## config.mk

```make
export PLATFORM = sky130hd
export DESIGN_NAME = uc_multiciclo
export DESIGN_NICKNAME = d
export VERILOG_FILES = /design/src/rtl/uc_multiciclo.sv
export SDC_FILE = /design/constraint.sdc
export NUM_CORES = 1
export LEC_CHECK = 0
export BUFFER_PORTS_ARGS = -buffer_cell sky130_fd_sc_hd__buf_2
export CAP_MARGIN = 25
export CORE_UTILIZATION = 52
export DETAILED_ROUTE_END_ITERATION = 6
export PLACE_DENSITY = 0.76
export REMOVE_ABC_BUFFERS = 1
export SYNTH_ARGS = -nofsm -noshare
export SYNTH_HDL_FRONTEND = slang
export SYNTH_SLANG_ARGS = --single-unit
```

## constraint.sdc

```tcl
create_clock -name clk -period 2.24 [get_ports clk]
set_clock_uncertainty 0.2 [all_clocks]
set_input_delay 0.336 -clock clk [delete_from_list [all_inputs] [get_ports clk]]
set_output_delay 0.336 -clock clk [all_outputs]
set_load 0.005 [all_outputs]
```

## src/rtl/uc_multiciclo.sv

```systemverilog
// Multicycle control unit for a small RV-style subset: add/sub/addi/ld/sd/beq/bne.
// Sequences fetch/decode/execute/memory/writeback with a memory-wait timeout and a retire counter.
//
//   state  | meaning
//   FETCH  | instruction read; waits for mem_ready, loads IR
//   DECODE | classify instruction fields; illegal -> TRAP
//   EX     | ALU operation; branches resolve and retire here
//   MEM    | data access for ld/sd; sd retires here
//   WB     | register write (ALU or memory data), PC advance, retire
//   TRAP   | sticky halt on illegal instruction or memory timeout
module uc_multiciclo #(
    parameter int CNT_W         = 32,
    parameter int MAX_WAIT      = 16,
    parameter int ENABLE_BRANCH = 1
) (
    input  logic             clk,
    input  logic             reset,
    input  logic [6:0]       opcode,
    input  logic [2:0]       funct3,
    input  logic [6:0]       funct7,
    input  logic             zero,
    input  logic             mem_ready,
    output logic             mem_req,
    output logic             mem_we,
    output logic             ir_we,
    output logic             pc_we,
    output logic             pc_sel,
    output logic             reg_we,
    output logic             wb_sel,
    output logic [1:0]       alu_op,
    output logic             illegal,
    output logic             timeout,
    output logic [2:0]       state,
    output logic [CNT_W-1:0] instret
);

    localparam int WAIT_W = (MAX_WAIT < 1) ? 1 : $clog2(MAX_WAIT + 1);
    localparam logic [WAIT_W-1:0] WAIT_MAX = WAIT_W'(MAX_WAIT);

    typedef enum logic [2:0] {
        S_FETCH  = 3'd0,
        S_DECODE = 3'd1,
        S_EX     = 3'd2,
        S_MEM    = 3'd3,
        S_WB     = 3'd4,
        S_TRAP   = 3'd5
    } state_t;

    state_t             state_q, state_d;
    logic [WAIT_W-1:0]  wait_cnt_q, wait_cnt_d;
    logic [CNT_W-1:0]   instret_q, instret_d;
    logic               illegal_q, illegal_d;
    logic               timeout_q, timeout_d;

    logic               is_add, is_sub, is_addi, is_ld, is_sd, is_beq, is_bne;
    logic               is_branch, is_mem, is_legal;
    logic               wait_expired;
    logic [WAIT_W-1:0]  wait_inc;
    logic               retire;

    logic               mem_req_c, mem_we_c, ir_we_c, pc_we_c, pc_sel_c;
    logic               reg_we_c, wb_sel_c;
    logic [1:0]         alu_op_c;

    always_comb begin
        is_add    = (opcode == 7'b0110011) && (funct3 == 3'b000) && (funct7 == 7'b0000000);
        is_sub    = (opcode == 7'b0110011) && (funct3 == 3'b000) && (funct7 == 7'b0100000);
        is_addi   = (opcode == 7'b0010011) && (funct3 == 3'b000);
        is_ld     = (opcode == 7'b0000011) && (funct3 == 3'b011);
        is_sd     = (opcode == 7'b0100011) && (funct3 == 3'b011);
        is_beq    = (ENABLE_BRANCH != 0) && (opcode == 7'b1100011) && (funct3 == 3'b000);
        is_bne    = (ENABLE_BRANCH != 0) && (opcode == 7'b1100011) && (funct3 == 3'b001);
        is_branch = is_beq || is_bne;
        is_mem    = is_ld || is_sd;
        is_legal  = is_add || is_sub || is_addi || is_mem || is_branch;
    end

    // A ready in the same cycle as the terminal count still completes the access.
    always_comb begin
        wait_expired = (MAX_WAIT > 0) && (wait_cnt_q == WAIT_MAX);
        wait_inc     = (wait_cnt_q == WAIT_MAX) ? wait_cnt_q : wait_cnt_q + WAIT_W'(1);
    end

    always_comb begin
        state_d    = state_q;
        wait_cnt_d = wait_cnt_q;
        instret_d  = instret_q;
        illegal_d  = illegal_q;
        timeout_d  = timeout_q;
        retire     = 1'b0;
        mem_req_c  = 1'b0;
        mem_we_c   = 1'b0;
        ir_we_c    = 1'b0;
        pc_we_c    = 1'b0;
        pc_sel_c   = 1'b0;
        reg_we_c   = 1'b0;
        wb_sel_c   = 1'b0;
        alu_op_c   = 2'd0;

        case (state_q)
            S_FETCH: begin
                mem_req_c = 1'b1;
                if (mem_ready) begin
                    ir_we_c = 1'b1;
                    state_d = S_DECODE;
                end else if (wait_expired) begin
                    timeout_d = 1'b1;
                    state_d   = S_TRAP;
                end else begin
                    wait_cnt_d = wait_inc;
                end
            end
            S_DECODE: begin
                if (is_legal) begin
                    state_d = S_EX;
                end else begin
                    illegal_d = 1'b1;
                    state_d   = S_TRAP;
                end
            end
            S_EX: begin
                alu_op_c = (is_sub || is_branch) ? 2'd2 : 2'd1;
                if (is_branch) begin
                    pc_we_c  = 1'b1;
                    pc_sel_c = (is_beq && zero) || (is_bne && !zero);
                    retire   = 1'b1;
                    state_d  = S_FETCH;
                end else if (is_mem) begin
                    state_d = S_MEM;
                end else begin
                    state_d = S_WB;
                end
            end
            S_MEM: begin
                mem_req_c = 1'b1;
                mem_we_c  = is_sd;
                if (mem_ready) begin
                    if (is_sd) begin
                        pc_we_c = 1'b1;
                        retire  = 1'b1;
                        state_d = S_FETCH;
                    end else begin
                        state_d = S_WB;
                    end
                end else if (wait_expired) begin
                    timeout_d = 1'b1;
                    state_d   = S_TRAP;
                end else begin
                    wait_cnt_d = wait_inc;
                end
            end
            S_WB: begin
                reg_we_c = 1'b1;
                wb_sel_c = is_ld;
                pc_we_c  = 1'b1;
                retire   = 1'b1;
                state_d  = S_FETCH;
            end
            S_TRAP: begin
                state_d = S_TRAP;
            end
            default: begin
                state_d = S_FETCH;
            end
        endcase

        if ((state_d != state_q) && ((state_d == S_FETCH) || (state_d == S_MEM))) begin
            wait_cnt_d = '0;
        end
        if (retire) begin
            instret_d = instret_q + CNT_W'(1);
        end
    end

    always_ff @(posedge clk or negedge reset) begin
        if (!reset) begin
            state_q    <= S_FETCH;
            wait_cnt_q <= '0;
            instret_q  <= '0;
            illegal_q  <= 1'b0;
            timeout_q  <= 1'b0;
        end else begin
            state_q    <= state_d;
            wait_cnt_q <= wait_cnt_d;
            instret_q  <= instret_d;
            illegal_q  <= illegal_d;
            timeout_q  <= timeout_d;
        end
    end

    // Held low, reset forces every strobe off even though FETCH would request memory.
    assign mem_req = mem_req_c & reset;
    assign mem_we  = mem_we_c  & reset;
    assign ir_we   = ir_we_c   & reset;
    assign pc_we   = pc_we_c   & reset;
    assign pc_sel  = pc_sel_c  & reset;
    assign reg_we  = reg_we_c  & reset;
    assign wb_sel  = wb_sel_c  & reset;
    assign alu_op  = alu_op_c  & {2{reset}};
    assign illegal = illegal_q;
    assign timeout = timeout_q;
    assign state   = state_q;
    assign instret = instret_q;

endmodule
```

# Word level (Yosys, flattened, before mapping)
# Index checks and enable logic that the tools add are counted.
# totals
output_inout_bits	46
register_bits	42
wordCells	91
# op_classes
bitwise	10
n_reduce_logical	30
mux	26
n_addsub	2
n_eq_ne	18
# op_table
operator	n
32-bit by 1-bit adder with 32-bit output, second input constant	1
7-bit by 6-bit == test with 1-bit output, second input constant	3
3-bit 2-to-1 mux	7
5-bit 2-to-1 mux	4
3-bit one-hot mux with 5 select lines	1
3-bit by 2-bit == test with 1-bit output, second input constant	4
1-bit logical AND	11
1-bit 2-to-1 mux	11
3-bit logical NOT	3
1-bit logical OR	9
1-bit AND	7
7-bit by 2-bit == test with 1-bit output, second input constant	1
7-bit by 5-bit == test with 1-bit output, second input constant	1
7-bit == test, second input constant	1
7-bit logical NOT	1
3-bit by 1-bit == test with 1-bit output, second input constant	2
3-bit == test, second input constant	2
3-bit AND reduction	2
5-bit by 1-bit adder with 5-bit output, second input constant	1
5-bit == test, second input constant	1
2-bit 2-to-1 mux	2
2-bit by 1-bit inequality test with 1-bit output, second input constant	2
3-bit inequality test	1
1-bit one-hot mux with 3 select lines	1
other kinds (6)	7

# Longest topological paths before layout
# Gate-level depths: netlist of run 1.
# depth
depth_word	14
ltp_mapped	7
mapped_depth_nobuf	7

# Worst setup path after synthesis of run 1
# No wires, ideal clock.
# synth_path
path_kind	reg2out
from	reg state_q[0], in the netlist state[0]
to	out pc_we
path_buffers	2
slack_ns	0.207
arrival_time_ns	1.497
path_stages_with_launch	7
cell_sequence	dfrtp_1 > buf_2 > nor3b_1 > nor4b_4 > a211o_1 > buf_2 > and2_1
# synth_via
elab_chain_len	3
word_cells_on_any_way	5
# synth_lines
item	line_no	rtl
start: declaration	49	state_t state_q, state_d;
start signal: assignment	183	state_q <= state_d;
3-bit == test / 3-bit by 2-bit == test with 1-bit output (equally long branches)	100	case (state_q)
1-bit one-hot mux with 3 select lines *	100	
1-bit AND *	195	assign pc_we = pc_we_c & reset;
end: declaration	26	output logic pc_we,
# Mark *: on every way between the ends. The rest lies on a longest branch, timed or not.

# Final worst setup path of run 1
# layout_path
from	reg state_q[2], in the netlist state[2]
to	out pc_we
# Same word-level chain as after synthesis.

==> flow_metrics.tcl, run 1 <==
set metrics [dict create \
    period_minus_slack_ns 2.17 \
    cts_max_level 2 \
    hp-class "input pin to async pin" \
    crit_path_top_delay_cell "dfrtp_1" \
    ioPinCount 67 \
    clkSlewWorstSetupHoldPaths_ns 0.07 \
    design_area_um2 3130 \
    post_drt_wl_per_cell_um 15.4 \
    finalMaxSlewViolations 0 \
    reg2reg_setup_slack_ns 0.13 \
    r2r-start "state[2]" \
    initial_utilization 0.546 \
    finalWorstSetupSlack_ns 0.0658 \
    r2r_cells 7 \
    antenna_cells 0 \
    clock.fmax_mhz 460 \
    ys_warn_count 0 \
    die-height_um 70.1 \
    async_flop_share 1.00 \
    leakage_nw 1.64 \
    worstSetupPathType "flop to output pin" \
    grt_setup_unrepaired "yes" \
    rows 24 \
    fin_nets 366 \
    fin_crit_sh 0.971 \
    critPathArrivalTime_ns 1.64 \
    synthCells 247 \
    setup_viol 0 \
    place_hpwl_um 4570 \
    layout.area.seq_um2 1050 \
    ir_drop_mv 0.375 \
    slowest_delay_ns 0.42 \
    root_buffer "clkbuf_8" \
    synth_flop_cell "dfrtp_1" \
    path_cells "nand4b_1, nor4_4, a211o_1, and2_4, buf_6" \
    synth_cell_types 46 \
    num_vias 2242 \
    place_ws_ns -0.128 \
    clkLatencyLatePin_ns 0.29 \
    drt_iter0_drc 162 \
    die_area_um2 4910 \
    final_layout_size_suffix_gt1_frac 0.335 \
    cts_tree "yes" \
    startpoint_type "flop" \
    syn_avg_cell_area_um2 9.75 \
    drtAntennaViolNets 0 \
    cp.buffers_inverters 1 \
    port-buffer-count 66 \
    outcome "finished, final reports clean" \
    end_kind "output pin" \
    grt_start_max_net_pins 20 \
    finalPower_mw 1.47 \
    cts_sinks 42 \
    area_growth_pct 29.9 \
    grt_antenna_before_repair 0 \
    drc 0 \
    grt_use_total 0.264 \
    p_per_area_nw_per_um2 471 \
    max_slew_margin 0.614 \
    clock_path_buffers 2 \
    num-fill-cells 339 \
    grt_pass1_vias 2195 \
    die_w_um 70.1 \
    finalHoldViolations 0 \
    multi_input_area_um2 1300 \
    firstDrtPassIters 4 \
    viasPerCell 5.68 \
    reg2reg_to "instret[23]" \
    placed_cell_area_um2 2940 \
    required_ns 1.70 \
    finalWirelength_um 6070 \
    numCtsBuffers 5 \
    yosysSeqAreaShare 0.436 \
    gp_congestion 0.934 \
    grt-ovfl-total 0 \
    fp.coreArea_um2 4410 \
    maxCapViolCount 0 \
    grt_first_pass_wirelength_um 10300 \
    crit_family "simple AND/OR/NAND/NOR gates" \
    cp_max_fo 4 \
    worst_slew_pin_slew_ns 0.578 \
    synth_enable_flop_cells 0 \
    ys_ff_latch 42 \
    syn_area_um2 2410 \
]
## kinds of logic (layout without fill, tap and decap cells)
family	count (synthesis)	count (layout)	share of synthesized area
buffers and inverters	16	112	0.0306
xor gates and xnor gates	37	37	0.135
DFF	42	42	0.436
AOI/OAI and AO/OA	18	18	0.0566
adders and majority gates	3	3	0.0156
and+or+nand+nor	130	130	0.322
muxes	1	1	0.00416
## placed cells by master, fill, tap and decap left out, types with 2 or more instances in the layout
cell type  instances
and4_1             4
a21o_1             2
and2_1             4
a21oi_1            5
xor2_1            24
buf_6              2
nor4_1             7
ha_1               3
inv_1              5
nor4_2             3
nand4_1           15
nand2_1           22
nor3_1            14
buf_2             64
nor2_1            23
nand4bb_1          2
clkbuf_8           5
and3_1             6
nand3_1           18
clkbuf_1           2
buf_4             31
xnor2_1           13
dfrtp_1           42
## routing by layer
layer,up-vias,share of wire,track usage
met4,0,0.014,0.0689
met3,9,0.074,0.0649
met5,-,0,0
met2,90,0.47,0.418
met1,1063,0.45,0.366
li1,1080,-,-
## power by group
part | total (mW) | switching, mW | internal [mW]
clock | 0.582 | 0.249 | 0.333
combinational | 0.115 | 0.0623 | 0.0528
sequential | 0.778 | 0.0102 | 0.767
total | 1.47 | 0.321 | 1.15
## worst max-delay path by stage
stage                     depth (start not counted)  startpoint  slack (ns)           to
after floorplan                                   5    state[1]       -0.14  instret[29]
after global placement                            7   funct3[2]       -0.26  instret[17]
after detailed placement                          8   funct3[2]       -0.13  instret[16]
after CTS                                         7    state[1]       -0.05  instret[16]
after global routing                              5    state[0]      -0.005        pc_we
final                                             5    state[2]        0.07        pc_we
## cell usage after synthesis (3+ instances only)
| master | n | area [um2] |
|---|---|---|
| nor3_1 | 14 | 70.1 |
| and2_1 | 5 | 31.3 |
| dfrtp_1 | 42 | 1050 |
| nand2_1 | 22 | 82.6 |
| clkbuf_1 | 3 | 11.3 |
| xnor2_1 | 13 | 114 |
| inv_1 | 5 | 18.8 |
| and3_1 | 6 | 37.5 |
| xor2_1 | 24 | 210 |
| buf_2 | 5 | 25.0 |
| nand4_1 | 15 | 93.8 |
| nor2_1 | 23 | 86.3 |
| a21oi_1 | 5 | 25.0 |
| nor4_1 | 7 | 43.8 |
| ha_1 | 3 | 37.5 |
| and4_1 | 4 | 35.0 |
| nand3_1 | 18 | 90.1 |
| nor4_2 | 3 | 37.5 |
## area by class of cell
class | count | area share
clock buffer | 7 | 0.0244
clock inverter | 1 | 0.00960
tap | 52 | 0.0208
multi-input combinational | 189 | 0.415
inverter | 6 | 0.00720
timing repair buffer | 98 | 0.187
sequential | 42 | 0.336
## sequential cells by signal (all words and copies together), names as in the netlist
register	cells
illegal	1
timeout	1
instret	32
state	3
wait_cnt_q	5
## worst register-to-register path, cell delays in order, from the launching register on
cell and delay, ns:
dfrtp_1 0.42, nand4b_1 0.25, nor4_4 0.20, buf_4 0.17, a211oi_4 0.09, buf_6 0.15
nor4_1 0.39, xor2_1 0.17
## what timing repair did
action,4_1_cts,5_1_grt
hold buffers,1,0
pin swaps,1,3
endpoints found under the setup margin,6,22
resized for setup,0,6
buffers inserted,1,5
gates cloned,0,0
hold endpoints to repair,4,0
## per-stage QoR
step | TNS, ns | utilization | hold slack, ns | cells
floorplan | -2.18 | - | -0.160 | 237
global placement | -3.77 | 0.664 | 0.00983 | 379
finish | 0 | 0.709 | 0.221 | 395
global route | -0.00656 | 0.709 | 0.217 | 395
detailed placement | -0.982 | 0.667 | 0.00589 | 380
CTS | -0.223 | 0.695 | 0.230 | 390
No activity file was read; power rests on OpenSTA's default activity.
==> run 2: changes to the inputs <==
--- a/config.mk
+++ b/config.mk
@@ -6,7 +6,8 @@
 export NUM_CORES = 1
 export LEC_CHECK = 0
 export BUFFER_PORTS_ARGS = -buffer_cell sky130_fd_sc_hd__buf_2
-export CAP_MARGIN = 25
+export CAP_MARGIN = 15
+export CORE_MARGIN = 2
 export CORE_UTILIZATION = 52
 export DETAILED_ROUTE_END_ITERATION = 6
 export PLACE_DENSITY = 0.76
==> flow_metrics.tcl, run 2 (same netlist as run 1, synthesis figures left out) <==
set metrics [dict create \
    grt_use_total 0.241 \
    leakage_nw 1.62 \
    p_per_area_nw_per_um2 450 \
    r2r_cells 7 \
    finalWirelength_um 5910 \
    cts_max_level 2 \
    cts_tree "yes" \
    grt_start_max_net_pins 25 \
    clkSlewWorstSetupHoldPaths_ns 0.07 \
    cp_max_fo 4 \
    hp-class "input pin to async pin" \
    post_drt_wl_per_cell_um 15.1 \
    place_hpwl_um 4430 \
    die_w_um 72.1 \
    placed_cell_area_um2 2930 \
    stdcell_count 391 \
    area_growth_pct 28.5 \
    maxCapViolCount 0 \
    design_area_um2 3090 \
    crit_path_top_delay_cell "dfrtp_1" \
    fin_crit_sh 0.981 \
    grt_antenna_before_repair 0 \
    ioPinCount 67 \
    initial_utilization 0.546 \
    numCtsBuffers 5 \
    critPathArrivalTime_ns 1.66 \
    grt_first_pass_wirelength_um 9870 \
    grt-ovfl-total 0 \
    outcome "finished, final reports clean" \
    antenna_cells 0 \
    viasPerCell 5.72 \
    max_slew_margin 0.659 \
    finalMaxSlewViolations 0 \
    die_area_um2 5190 \
    crit_family "simple AND/OR/NAND/NOR gates" \
    fp.coreArea_um2 4410 \
    gp_congestion 0.968 \
    finalHoldViolations 0 \
    rows 24 \
    largest_reg_flops 32 \
    period_minus_slack_ns 2.20 \
    grt_setup_unrepaired "yes" \
    num_vias 2238 \
    dp_cells 378 \
    r2r-start "state[0]" \
    clock_path_buffers 2 \
    setup_viol 0 \
    worstSetupPathType "flop to output pin" \
    die-height_um 72.1 \
    worst_slew_pin_slew_ns 0.510 \
    cts_sinks 42 \
    end_kind "output pin" \
    final_util 0.701 \
    grt_pass1_vias 2147 \
    path_cells "nand4b_1, nor4_4, a211o_1, and2_1, buf_2" \
    port-buffer-count 66 \
    drtAntennaViolNets 0 \
    final_layout_size_suffix_gt1_frac 0.333 \
    clock.fmax_mhz 455 \
    required_ns 1.70 \
    slowest_delay_ns 0.42 \
    root_buffer "clkbuf_8" \
    startpoint_type "flop" \
    finalPower_mw 1.39 \
    final_common_cell "buf_2" \
    drc 0 \
    num-fill-cells 367 \
    path_depth 5 \
    firstDrtPassIters 4 \
    final_cell_mix "65 x buf_2, 42 x dfrtp_1, 26 x buf_4, 24 x xor2_1, 23 x nor2_1" \
    whs_ns 0.226 \
    cp.buffers_inverters 1 \
    clkLatencyLatePin_ns 0.29 \
    fin_nets 362 \
    ir_drop_mv 0.442 \
    crit_start "state[2]" \
    drt_iter0_drc 144 \
]
## run 2: final timing paths
path | to | slack, ns
worst max-delay path | pc_we | 0.04
worst min register to register | timeout | 0.26
min in group clk | timeout | 0.26
max in group asynchronous | instret[27] | 1.11
worst min-delay path | illegal | 0.23
worst max register to register | instret[29] | 0.14
## run 2: routing by layer
metal	GRT usage	vias up	part of all wire
li1	-	1068	-
met1	0.315	1099	0.44
met2	0.412	62	0.49
met3	0.0514	9	0.058
met4	0.0629	0	0.0095
met5	0	-	0
## run 2: what timing repair did
action                     4_1_cts  5_1_grt
pin swaps                        1        1
buffers inserted                 1        3
setup endpoints to repair       23       16
hold buffers                     1        0
resized for setup                2        2
hold endpoints to repair        18        0
gates cloned                     0        0
## run 2: metrics by stage
step	setup TNS (ns)	setup WS [ns]
after floorplan	-2.18	-0.140
after global routing	-0.0467	-0.0467
after global placement	-3.82	-0.261
after CTS	0	0.0153
after detailed placement	-5.70	-0.347
final	0	0.0415
## run 2: power breakdown
part           total, mW  internal, mW  switching [mW]
combinational      0.113        0.0524          0.0602
sequential         0.778         0.767          0.0108
clock              0.500         0.248           0.253
## run 2: layout make-up
type                    instances  area [um2]  area share
well taps                      52        65.1      0.0210
clock buffers                   6        82.6      0.0267
flip-flops and latches         42        1050       0.340
multi-input cells             189        1300       0.421
clock inverters                 2        12.5     0.00404
repair buffers                 94         558       0.180
inverters                       6        22.5     0.00728
==> run 3: changes to the inputs <==
==> constraint.sdc (replaced) <==
create_clock -name clk -period 2.4 [get_ports clk]
set_clock_uncertainty 0.2 [all_clocks]
set_input_delay 0.36 -clock clk [delete_from_list [all_inputs] [get_ports clk]]
set_output_delay 0.36 -clock clk [all_outputs]
set_load 0.005 [all_outputs]
==> flow_metrics.tcl, run 3 (same netlist as run 1, synthesis figures left out) <==
set metrics [dict create \
    gp_congestion 0.963 \
    r2r-start "state[1]" \
    maxCapViolCount 0 \
    whs_ns 0.259 \
    initial_utilization 0.546 \
    clkLatencyLatePin_ns 0.30 \
    place_ws_ns -0.118 \
    wl_met1_um 2530 \
    period_minus_slack_ns 2.22 \
    cts_setup_buffers 0 \
    numCtsBuffers 5 \
    fp.coreArea_um2 4410 \
    antenna_cells 0 \
    setup_tns_ns 0 \
    die_area_um2 5190 \
    post_drt_wl_per_cell_um 15.0 \
    worstSetupPathType "flop to output pin" \
    fin_crit_sh 0.926 \
    finalHoldViolations 0 \
    startpoint_type "flop" \
    firstDrtPassIters 4 \
    cp_max_fo 5 \
    root_buffer "clkbuf_8" \
    rows 24 \
    grt_antenna_before_repair 0 \
    num_vias 2175 \
    finalWirelength_um 5760 \
    reg2reg_to "instret[14]" \
    grt_first_pass_wirelength_um 9610 \
    top_layer_used "met4" \
    port-buffer-count 66 \
    p_per_area_nw_per_um2 460 \
    r2r_cells 6 \
    clock_path_buffers 2 \
    finalPower_mw 1.40 \
    final_cell_mix "65 x buf_2, 42 x dfrtp_1, 24 x xor2_1, 23 x nor2_1, 22 x nand2_1" \
    area_growth_pct 26.2 \
    cts_tree "yes" \
    grt_setup_unrepaired "no" \
    ioPinCount 67 \
    seq_power_share 0.520 \
    final_common_cell "buf_2" \
    p_comb_frac 0.073 \
    required_ns 1.84 \
    drtAntennaViolNets 0 \
    stdcell_count 383 \
    finalWorstSetupSlack_ns 0.178 \
    critPathArrivalTime_ns 1.66 \
    drt_iter0_drc 164 \
    die-height_um 72.1 \
    clock.fmax_mhz 450 \
    finalMaxSlewViolations 0 \
    place_hpwl_um 4370 \
    max_slew_margin 0.534 \
    grt_use_total 0.237 \
    viasPerCell 5.68 \
    wl_met3_um 370 \
    ir_drop_mv 0.372 \
    largest_reg_flops 32 \
    final_layout_size_suffix_gt1_frac 0.314 \
    drc 0 \
    clkPwrFrac 0.407 \
    p_sw_mw 0.301 \
    end_kind "output pin" \
    cts_max_level 2 \
    leakage_nw 1.58 \
    outcome "finished, final reports clean" \
    cts_sinks 42 \
    crit_start "state[2]" \
    sw_frac_of_total 0.216 \
    grt-ovfl-total 0 \
    worst_slew_pin_slew_ns 0.697 \
    num-fill-cells 358 \
    fin_nets 355 \
    met2WireLength_um 2800 \
    clkSlewWorstSetupHoldPaths_ns 0.07 \
    dp_cells 375 \
    p_int_mw 1.10 \
    grt_pass1_vias 2091 \
    setup_viol 0 \
    grt_start_max_net_pins 21 \
    hp-class "input pin to async pin" \
    reg2reg_setup_slack_ns 0.31 \
    die_w_um 72.1 \
]
run 3: power groups by stage:
stage               Combinational, mW  Clock [mW]  Sequential (mW)
floorplan                      0.0312           0            0.740
global placement               0.0997           0            0.739
detailed placement              0.102           0            0.740
CTS                             0.104       0.577            0.726
global route                    0.115       0.609            0.727
finish                          0.102       0.569            0.726
run 3: metal layers:
metal / vias up / global-route usage
met5: - / 0
met4: 0 / 0.0818
met3: 6 / 0.0556
met2: 71 / 0.386
met1: 1042 / 0.313
li1: 1056 / -
run 3: metrics by stage:
step / utilization / cell area, um2
6_report: 0.689 / 3040
5_1_grt: 0.689 / 3040
4_1_cts: 0.685 / 3030
3_3_place_gp: 0.658 / 2900
3_5_place_dp: 0.658 / 2900
2_1_floorplan: - / 2360
run 3: worst max path at each step:
stage	endpoint
final	pc_we
after CTS	instret[13]
after detailed placement	instret[13]
after floorplan	instret[29]
after global routing	pc_we
after global placement	instret[20]
run 3: final cells by class:
cell class | count | area, um2 | area share
Multi-Input combinational cell | 189 | 1300 | 0.426
Sequential cell | 42 | 1050 | 0.346
Timing Repair Buffer | 87 | 493 | 0.162
Clock buffer | 6 | 82.6 | 0.0272
Tap cell | 52 | 65.1 | 0.0214
Clock inverter | 1 | 30.0 | 0.00988
Inverter | 6 | 22.5 | 0.00741
run 3: worst max-delay path: stages (launching register included):
cell      delay [ns]
dfrtp_1         0.42
nand4b_1        0.25
nor4_4          0.25
a211o_1         0.21
and2_1          0.13
buf_2           0.11
run 3: repair_timing:
item / 4_1_cts / 5_1_grt
setup endpoints to repair: 0 / 24
hold buffers: 1 / 0
resized for setup: 0 / 3
endpoints found under the hold margin: 6 / 0
